## src/rtl/key_cond_pkg.sv

```systemverilog
// Shared types, default timing constants and counter sizing for the key conditioner.
// Latency: n/a (package). Backpressure: n/a.
package key_cond_pkg;

    typedef enum logic [1:0] {REL, HOLD, RPT} key_state_t;

    localparam int DEBOUNCE_CYC_DEF = 50_000;
    localparam int PULSE_CYC_DEF    = 4096;
    localparam int REPEAT_DLY_DEF   = 25_000_000;
    localparam int REPEAT_RATE_DEF  = 5_000_000;

    // Bits needed to count 0..n-1, never less than one.
    function automatic int cnt_w(input int n);
        int w;
        w = $clog2(n);
        return (w < 1) ? 1 : w;
    endfunction

endpackage

```

## src/rtl/key_chan.sv

```systemverilog
// One push-button channel: 2-flop sync, debounce, press FSM (auto-repeat under KEY_AUTOREPEAT_EN), pulse stretcher.
// Latency: output rises DEBOUNCE_CYC+3 edges after a steady raw press. Backpressure: none, free-running level output.
module key_chan
    import key_cond_pkg::*;
#(
    parameter int DEBOUNCE_CYC = DEBOUNCE_CYC_DEF,
    parameter int PULSE_CYC    = PULSE_CYC_DEF
`ifdef KEY_AUTOREPEAT_EN
    ,
    parameter int REPEAT_DLY   = REPEAT_DLY_DEF,
    parameter int REPEAT_RATE  = REPEAT_RATE_DEF
`endif
) (
    input  logic clk,
    input  logic rst_n,
    input  logic i_key_n,
    output logic o_evt_lvl
);

    localparam int DCNT_W = $clog2(DEBOUNCE_CYC + 1);
    localparam int PCNT_W = $clog2(PULSE_CYC + 1);

    logic              r_sync1;
    logic              r_sync2;
    logic              w_pressed_s;
    logic              r_stable;
    logic [DCNT_W-1:0] r_dcnt;
    key_state_t        r_state;
    logic              r_evt;
    logic [PCNT_W-1:0] r_pcnt;
    logic [PCNT_W-1:0] w_pcnt_nxt;
    logic              r_out;

    always_ff @(posedge clk or negedge rst_n) begin
        if (!rst_n) begin
            r_sync1 <= 1'b1;
            r_sync2 <= 1'b1;
        end else begin
            r_sync1 <= i_key_n;
            r_sync2 <= r_sync1;
        end
    end

    assign w_pressed_s = ~r_sync2;

    // A new level is accepted only after DEBOUNCE_CYC consecutive differing samples.
    always_ff @(posedge clk or negedge rst_n) begin
        if (!rst_n) begin
            r_stable <= 1'b0;
            r_dcnt   <= '0;
        end else if (w_pressed_s == r_stable) begin
            r_dcnt <= '0;
        end else if (r_dcnt == DCNT_W'(DEBOUNCE_CYC - 1)) begin
            r_stable <= w_pressed_s;
            r_dcnt   <= '0;
        end else begin
            r_dcnt <= r_dcnt + DCNT_W'(1);
        end
    end

`ifdef KEY_AUTOREPEAT_EN
    localparam int RPT_MAX = (REPEAT_DLY > REPEAT_RATE) ? REPEAT_DLY : REPEAT_RATE;
    localparam int RCNT_W  = cnt_w(RPT_MAX);

    logic [RCNT_W-1:0] r_rcnt;

    // Release wins over a repeat landing on the same cycle.
    always_ff @(posedge clk or negedge rst_n) begin
        if (!rst_n) begin
            r_state <= REL;
            r_evt   <= 1'b0;
            r_rcnt  <= '0;
        end else begin
            r_evt <= 1'b0;
            if (!r_stable) begin
                r_state <= REL;
                r_rcnt  <= '0;
            end else begin
                case (r_state)
                    REL: begin
                        r_evt   <= 1'b1;
                        r_rcnt  <= '0;
                        r_state <= HOLD;
                    end
                    HOLD: begin
                        if (r_rcnt == RCNT_W'(REPEAT_DLY - 1)) begin
                            r_evt   <= 1'b1;
                            r_rcnt  <= '0;
                            r_state <= RPT;
                        end else begin
                            r_rcnt <= r_rcnt + RCNT_W'(1);
                        end
                    end
                    RPT: begin
                        if (r_rcnt == RCNT_W'(REPEAT_RATE - 1)) begin
                            r_evt  <= 1'b1;
                            r_rcnt <= '0;
                        end else begin
                            r_rcnt <= r_rcnt + RCNT_W'(1);
                        end
                    end
                    default: begin
                        r_state <= REL;
                        r_rcnt  <= '0;
                    end
                endcase
            end
        end
    end
`else
    always_ff @(posedge clk or negedge rst_n) begin
        if (!rst_n) begin
            r_state <= REL;
            r_evt   <= 1'b0;
        end else begin
            r_evt <= 1'b0;
            if (!r_stable) begin
                r_state <= REL;
            end else if (r_state == REL) begin
                r_evt   <= 1'b1;
                r_state <= HOLD;
            end else begin
                r_state <= HOLD;
            end
        end
    end
`endif

    always_comb begin
        w_pcnt_nxt = r_pcnt;
        if (r_evt) begin
            w_pcnt_nxt = PCNT_W'(PULSE_CYC);
        end else if (r_pcnt != '0) begin
            w_pcnt_nxt = r_pcnt - PCNT_W'(1);
        end
    end

    // Output registered from the next count so it rises with the load.
    always_ff @(posedge clk or negedge rst_n) begin
        if (!rst_n) begin
            r_pcnt <= '0;
            r_out  <= 1'b0;
        end else begin
            r_pcnt <= w_pcnt_nxt;
            r_out  <= (w_pcnt_nxt != '0);
        end
    end

    assign o_evt_lvl = r_out;

endmodule

```

## src/rtl/key_cond.sv

```systemverilog
// Two independent push-button conditioners producing KEY_UP / KEY_DOWN stretched press levels; auto-repeat under KEY_AUTOREPEAT_EN.
// Latency: DEBOUNCE_CYC+3 edges from steady raw press to output rise. Backpressure: none.
module key_cond
    import key_cond_pkg::*;
#(
    parameter int DEBOUNCE_CYC = DEBOUNCE_CYC_DEF,
    parameter int PULSE_CYC    = PULSE_CYC_DEF,
    parameter int REPEAT_DLY   = REPEAT_DLY_DEF,
    parameter int REPEAT_RATE  = REPEAT_RATE_DEF
) (
    input  logic clk,
    input  logic rst_n,
    input  logic key_up_n,
    input  logic key_down_n,
    output logic KEY_UP,
    output logic KEY_DOWN
);

    // A repeat interval no longer than the pulse would merge repeats into one level.
    if (DEBOUNCE_CYC < 1 || PULSE_CYC < 1 || REPEAT_DLY < 1 || REPEAT_RATE <= PULSE_CYC) begin : g_bad_cfg
        $error("key_cond: invalid timing parameters");
    end

    key_chan #(
        .DEBOUNCE_CYC (DEBOUNCE_CYC),
        .PULSE_CYC    (PULSE_CYC)
`ifdef KEY_AUTOREPEAT_EN
        ,
        .REPEAT_DLY   (REPEAT_DLY),
        .REPEAT_RATE  (REPEAT_RATE)
`endif
    ) u_up (
        .clk       (clk),
        .rst_n     (rst_n),
        .i_key_n   (key_up_n),
        .o_evt_lvl (KEY_UP)
    );

    key_chan #(
        .DEBOUNCE_CYC (DEBOUNCE_CYC),
        .PULSE_CYC    (PULSE_CYC)
`ifdef KEY_AUTOREPEAT_EN
        ,
        .REPEAT_DLY   (REPEAT_DLY),
        .REPEAT_RATE  (REPEAT_RATE)
`endif
    ) u_down (
        .clk       (clk),
        .rst_n     (rst_n),
        .i_key_n   (key_down_n),
        .o_evt_lvl (KEY_DOWN)
    );

endmodule

```

## config.mk

```make
export PLATFORM = sky130hd
export DESIGN_NAME = key_cond
export DESIGN_NICKNAME = d
export VERILOG_FILES = /design/src/rtl/key_cond_pkg.sv /design/src/rtl/key_chan.sv /design/src/rtl/key_cond.sv
export SDC_FILE = /design/constraint.sdc
export NUM_CORES = 1
export LEC_CHECK = 0
export CORE_MARGIN = 8
export CORE_UTILIZATION = 36
export CTS_BUF_LIST = sky130_fd_sc_hd__clkbuf_8
export CTS_CLUSTER_DIAMETER = 40
export DETAILED_ROUTE_END_ITERATION = 6
export HOLD_SLACK_MARGIN = 0.15
export PLACE_DENSITY = 0.6
export SLEW_MARGIN = 20
export SYNTH_ARGS = -nofsm -noshare
export SYNTH_HDL_FRONTEND = slang
export SYNTH_SLANG_ARGS = --single-unit
```

## constraint.sdc

```tcl
create_clock -name clk -period 2.5 [get_ports clk]
set_input_delay 0.5 -clock clk [delete_from_list [all_inputs] [get_ports clk]]
set_output_delay 0.5 -clock clk [all_outputs]
set_load 0.02 [all_outputs]
```

* Yosys cells after proc, flatten, opt, wreduce, memory -nomap -nowiden
Index checks and enable logic that the tools add are counted.
** Word-level totals
- Bits in registers :: 70
- Input port bits :: 4
- Output and inout bits :: 2
** Operators by class
- Add/subtract/negate cells :: 4
- Eq/ne operators :: 4
- Muxes and demuxes :: 14
- Bitwise operators :: 4
- Reduce and logical (&&, ||, !) cells :: 8
** Operator list (count)
- 16-bit two-way mux :: 4
- 13-bit two-way mux :: 4
- 13-bit nonzero test :: 4
- 16-bit by 1-bit adder with 16-bit output (second input constant) :: 2
- 16-bit == test (second input constant) :: 2
- 13-bit by 1-bit subtractor with 13-bit output (second input constant) :: 2
- 1-bit two-way mux :: 6
- 2-bit logical NOT :: 2
- 1-bit NOT :: 4
- 2-bit AND reduction :: 2
- 1-bit == test :: 2

* Depth between registers and ports, before layout
- Word-level depth :: 4
- Mapped depth :: 9
- Gate-level depth less buffers :: 8

* Modules after synthesis
Synthesis repeated with hierarchy kept, for this count alone.
** Second synthesis, totals
- Cells, all modules :: 375
- Area total of the unflattened synthesis :: 3686.0 µm²
** Modules (own cells, without submodules)
- key_chan at u_down :: instances 1, cells each 190, area each 1850.5 µm²
- key_chan at u_up :: instances 1, cells each 185, area each 1835.5 µm²

* Worst setup path after synthesis
Ideal clock, no wire load.
- Path type :: reg-to-reg
- Start point :: reg u_up.r_pcnt[0]
- End point :: reg u_up.r_out, in the netlist u_up.o_evt_lvl
- Library setup time :: 0.129 ns
- Data arrival time :: 2.079 ns
- Data required time :: 2.371 ns
- Setup slack :: 0.293 ns
- Cell stages (with the launch flop) :: 9
- Cell sequence :: dfrtp_1 inv_1 ha_1 nor3b_1 nand2_1 a22oi_1 and3_1 o2111ai_1 a2111o_1
** On the way
- Word-level cells in the longest chain between the ends :: 4
- Elaborated cells between the ends (all ways) :: 5
** Ends and longest elaborated chain
- start, declared :: line key_chan.sv:30 : logic [PCNT_W-1:0] r_pcnt;
- start signal, assigned :: line key_chan.sv:144 : r_pcnt <= w_pcnt_nxt;
- 13-bit by 1-bit subtractor with 13-bit output or 13-bit nonzero test (tied branches) :: line key_chan.sv:134, key_chan.sv:133
- 13-bit two-way mux * :: line key_chan.sv:133 : end else if (r_pcnt != '0) begin
- 13-bit two-way mux * :: line key_chan.sv:131 : if (r_evt) begin
- 13-bit nonzero test * :: line key_chan.sv:145 : r_out <= (w_pcnt_nxt != '0);
- end signal, assigned :: line key_chan.sv:145
- end, declared :: line key_chan.sv:32 : logic r_out;
Mark *: on every way between the ends. The rest lies on a longest branch, timed or not.
A chain may end at the register's enable or synchronous reset.

* Worst setup path in the final report
Ends and elaborated chain as after synthesis.

==> metrics list <==
- Share of synthesized area occupied by flip-flops and latches: 50.7%
- Clock latency on the worst-skew pair, taken at its later pin, is 340 ps.
* Delay contributed by the slowest stage of the critical path: 430 ps
- Once the floorplan was initialized, standard cells occupied 36.3% of the core.
- In this run the critical register-to-register path is launched from u_up.r_pcnt[0].
- Cell variety after synth: 49
- First-pass GRT wire length: 11.0 mm
- Summing every instance area after synthesis gives 3460 um2.
* GRT overflow: 0
- Post-CTS repair changed the size of 0 cells.
* Reg-to-reg slack, setup: 160 ps
* Count of mapped cells out of synthesis: 353
* Maximum ir drop on the vdd rail: 336 uV
- Count of hold buffers inserted by post-cts repair: 0
- Port buffering added 5 buffers.
* Routed Wire Length: 6.22 mm
- For this design, the slowest cell found on the critical path is sky130_fd_sc_hd__dfrtp_1.
* Ant. Diodes: 0
- Via count of the first global-routing pass: 2,433
* Initial detailed-routing violation count: 81
- Worst Setup Path Type: register to register
* Pre-antenna DRT Iters: 4
* Synth-to-Final Area Change: 11.1%
- CTS Buffer Depth: 2
- The worst pin sits at a relative slew slack of 64.0%.
- The run finished with clean final reports.
* Placed Area: 3680 um2
- For the finished layout, the period the worst path requires is 2340 ps.
- Final hold slack: 166 ps
- The worst setup path is launched from a register.
- Number of sinks driven by the clock tree: 70
* Filler Cells Inserted: 965
- The tree is rooted in a sky130_fd_sc_hd__clkbuf_8.
- #FFs+latches synth: 70
- When the netlist entered floorplanning its net count stood at 363.
* Worst flop-to-flop path endpoint: u_up.o_evt_lvl
* Cell Pwr Density: 505 nW/um2
* RSZ-0062 raised after global routing: true
- Yosys printed 0 warnings.
- In this run the worst path has a maximum fanout of 6.
* Number of violations of the max-capacitance limit: 0
* Worst Setup SP: u_up.r_pcnt[0]
* DPL Wire Length: 4.24 mm
- The initialized floorplan defines 36 standard-cell rows.
* Critical Path End: u_up.o_evt_lvl
* Share of the cycle needed by the critical path after routing: 93.4%
- Across all layers, the routed design uses 2,455 vias.
- Once the clock tree was built, the setup fixing pass inserted 0 buffers.
* DRT antenna net count: 0
- Counting flops with a built-in enable in the synthesized netlist gives 0.
* Post-Layout Inst Area: 3850 um2
- TritonCTS clock tree: yes
* Worst slew pin tran: 536 ps
* # nets final: 375
* Initial antenna violation count: 0
- Clock-pin slew was measured on the worst setup and hold paths at 80 ps.
* Post-Syn Area per Cell: 9.81 um2
- Die Y: 114 um
- Final setup fails: 0
- Hold violation count in the final report: 0
- For this run, the top clock speed supported by timing is 428 MHz.
- Post-DR vias/cell: 4.88
- In the routed design, unresolved DRC markers number 0.
- Setup Total Neg Slack: 0 ps
- Overall die width: 114 um
- Cells on worst reg2reg path: 8
- Predominant post-synthesis flop cell: sky130_fd_sc_hd__dfrtp_1
- The total count of max-transition violations in the final report is 0.
- Proportion of synthesized flip-flops having asynchronous set or reset: 100%
- In the final layout, the share of cells above drive strength 1 is 10.3%.
- Placer Congestion: 0.831
* Pin count of the biggest net entering global routing: 42
* CTS H-tree lvls: 3
- Worst hold path class: input port to asynchronous set/reset pin
- In this run the standard cell core region covers 9550 um2.
* Data arrival time of the critical path: 2560 ps
- CP required: 2730 ps
- In the global route stage, overall resource usage came out at 10.4%.
* Number of top-level pins: 6
* Type of element capturing the critical path: register
* Routed WL per cell: 12.4 um
* Setup clock skew after layout: 16.3 ps
* Reported leakage power: 1.80 nW
- Clock tree synthesis inserted a total of 9 buffers.
* Critical path cell sequence: inv_1 > ha_1 > nor4b_4 > nand3_1 > o22ai_1 > and3_1 > o2111ai_1 > a2111o_1
- Total Die Area: 13,000 um2
synthesized netlist by cell type (2+ instances only):
cell | number | share of area (%)
sky130_fd_sc_hd__nor2_1 | 64 | 6.9
sky130_fd_sc_hd__nor3b_1 | 4 | 0.87
sky130_fd_sc_hd__nand3_1 | 17 | 2.5
sky130_fd_sc_hd__ha_1 | 6 | 2.2
sky130_fd_sc_hd__nand2b_1 | 2 | 0.36
sky130_fd_sc_hd__dfstp_2 | 4 | 3.0
sky130_fd_sc_hd__nor4b_1 | 5 | 1.3
sky130_fd_sc_hd__dfrtp_1 | 66 | 48
sky130_fd_sc_hd__or3_2 | 2 | 0.43
sky130_fd_sc_hd__nor3_1 | 14 | 2.0
sky130_fd_sc_hd__a21oi_1 | 11 | 1.6
sky130_fd_sc_hd__nor4_2 | 4 | 1.4
sky130_fd_sc_hd__a211o_1 | 3 | 0.76
sky130_fd_sc_hd__xnor2_1 | 20 | 5.1
sky130_fd_sc_hd__a31oi_1 | 2 | 0.36
sky130_fd_sc_hd__nand3b_1 | 2 | 0.43
sky130_fd_sc_hd__nand4_1 | 9 | 1.6
sky130_fd_sc_hd__and3_1 | 12 | 2.2
sky130_fd_sc_hd__clkbuf_1 | 9 | 0.98
sky130_fd_sc_hd__nor2b_1 | 5 | 0.90
sky130_fd_sc_hd__nand2_1 | 27 | 2.9
sky130_fd_sc_hd__o21ai_0 | 10 | 1.4
sky130_fd_sc_hd__or3_1 | 3 | 0.54
sky130_fd_sc_hd__nor4_1 | 2 | 0.36
sky130_fd_sc_hd__o31a_1 | 2 | 0.51
sky130_fd_sc_hd__xor2_1 | 19 | 4.8
sky130_fd_sc_hd__inv_1 | 6 | 0.65
sky130_fd_sc_hd__buf_2 | 2 | 0.29
stage by stage:
step                      cells  util (%)  worst slack, ps  power, mW
after detailed placement    487      38.5             69.8       1.23
after global routing        503      40.3            -47.1       2.04
after floorplan             353         -              293       1.19
final                       503      40.3              164       1.94
after CTS                   503      40.1             55.1       1.98
after global placement      487      38.5              129       1.22
power breakdown:
part           switching [mW]  leakage, nW  internal (mW)
clock                   0.402       0.0992          0.339
combinational          0.0343        0.739         0.0138
sequential            0.00703        0.959           1.15
placed cells by master, fill, tap and decap left out, types with 2 or more instances in the layout:
cell                              netlist  layout
sky130_fd_sc_hd__a211o_1                3       3
sky130_fd_sc_hd__a21oi_1               11      11
sky130_fd_sc_hd__a31oi_1                2       2
sky130_fd_sc_hd__and3_1                12      11
sky130_fd_sc_hd__buf_4                  0       8
sky130_fd_sc_hd__clkbuf_8               0       9
sky130_fd_sc_hd__clkdlybuf4s50_1        0       4
sky130_fd_sc_hd__clkinv_2               0       2
sky130_fd_sc_hd__dfrtp_1               66      66
sky130_fd_sc_hd__dfstp_2                4       4
sky130_fd_sc_hd__ha_1                   6       6
sky130_fd_sc_hd__inv_1                  6      11
sky130_fd_sc_hd__nand2_1               27      27
sky130_fd_sc_hd__nand2b_1               2       2
sky130_fd_sc_hd__nand3_1               17      17
sky130_fd_sc_hd__nand3b_1               2       2
sky130_fd_sc_hd__nand4_1                9       9
sky130_fd_sc_hd__nor2_1                64      64
sky130_fd_sc_hd__nor2b_1                5       5
sky130_fd_sc_hd__nor3_1                14      14
sky130_fd_sc_hd__nor3b_1                4       4
sky130_fd_sc_hd__nor4_1                 2       2
sky130_fd_sc_hd__nor4_2                 4       4
sky130_fd_sc_hd__nor4b_1                5       4
sky130_fd_sc_hd__o21ai_0               10      10
sky130_fd_sc_hd__o31a_1                 2       2
sky130_fd_sc_hd__or3_1                  3       3
sky130_fd_sc_hd__or3_2                  2       2
sky130_fd_sc_hd__xnor2_1               20      20
sky130_fd_sc_hd__xor2_1                19      19
how the worst min path moves through the flow:
stage                         startpoint                to  cells after the start
after floorplan                    rst_n  u_down.o_evt_lvl                      0
after global placement    u_down.r_sync1    u_down.r_sync2                      0
after detailed placement    u_up.r_sync1      u_up.r_sync2                      0
after CTS                          rst_n   u_up.r_dcnt[12]                      2
after global routing               rst_n   u_up.r_dcnt[12]                      2
final                              rst_n   u_up.r_dcnt[13]                      2
logic make-up (layout without fill, tap and decap cells):
group,after synthesis,count (layout),share of synthesized area (%)
compound gates,37,37,6.90
xor+xnor,39,39,9.86
fa+ha+maj,6,6,2.17
buf+inv,18,35,2.24
flops,70,70,50.7
mux,2,2,0.614
simple gates,181,181,27.5
worst max-delay path: cells and delay by family, from the launching register on:
| family | cells | cell delay [ps] |
|---|---|---|
| compound gates | 3 | 740 |
| fa+ha+maj | 1 | 170 |
| buf+inv | 1 | 130 |
| flops | 1 | 430 |
| simple gates | 3 | 740 |
per-layer routing:
layer / global-route usage [%] / part of all wire (%) / vias up
li1: - / - / 1248
met1: 13.1 / 49 / 1177
met2: 16.9 / 48 / 21
met3: 2.53 / 2.3 / 9
met4: 3.99 / 1.5 / 0
met5: 0 / 0 / -
flip-flops by register name, summed over array words and instances (netlist names):
name	flops
u_down.o_evt_lvl	1
u_down.r_dcnt	16
u_down.r_evt	1
u_down.r_pcnt	13
u_down.r_stable	1
u_down.r_state	1
u_down.r_sync1	1
u_down.r_sync2	1
u_up.o_evt_lvl	1
u_up.r_dcnt	16
u_up.r_evt	1
u_up.r_pcnt	13
u_up.r_stable	1
u_up.r_state	1
u_up.r_sync1	1
u_up.r_sync2	1
layout make-up:
type	instances	area [um2]	area share, %
Timing Repair Buffer	13	105	2.73
Clock inverter	7	28.8	0.748
Tap cell	133	166	4.32
Sequential cell	70	1760	45.6
Multi-Input combinational cell	265	1650	42.8
Inverter	6	22.5	0.585
Clock buffer	9	124	3.22
No activity file was read; power rests on OpenSTA's default activity.
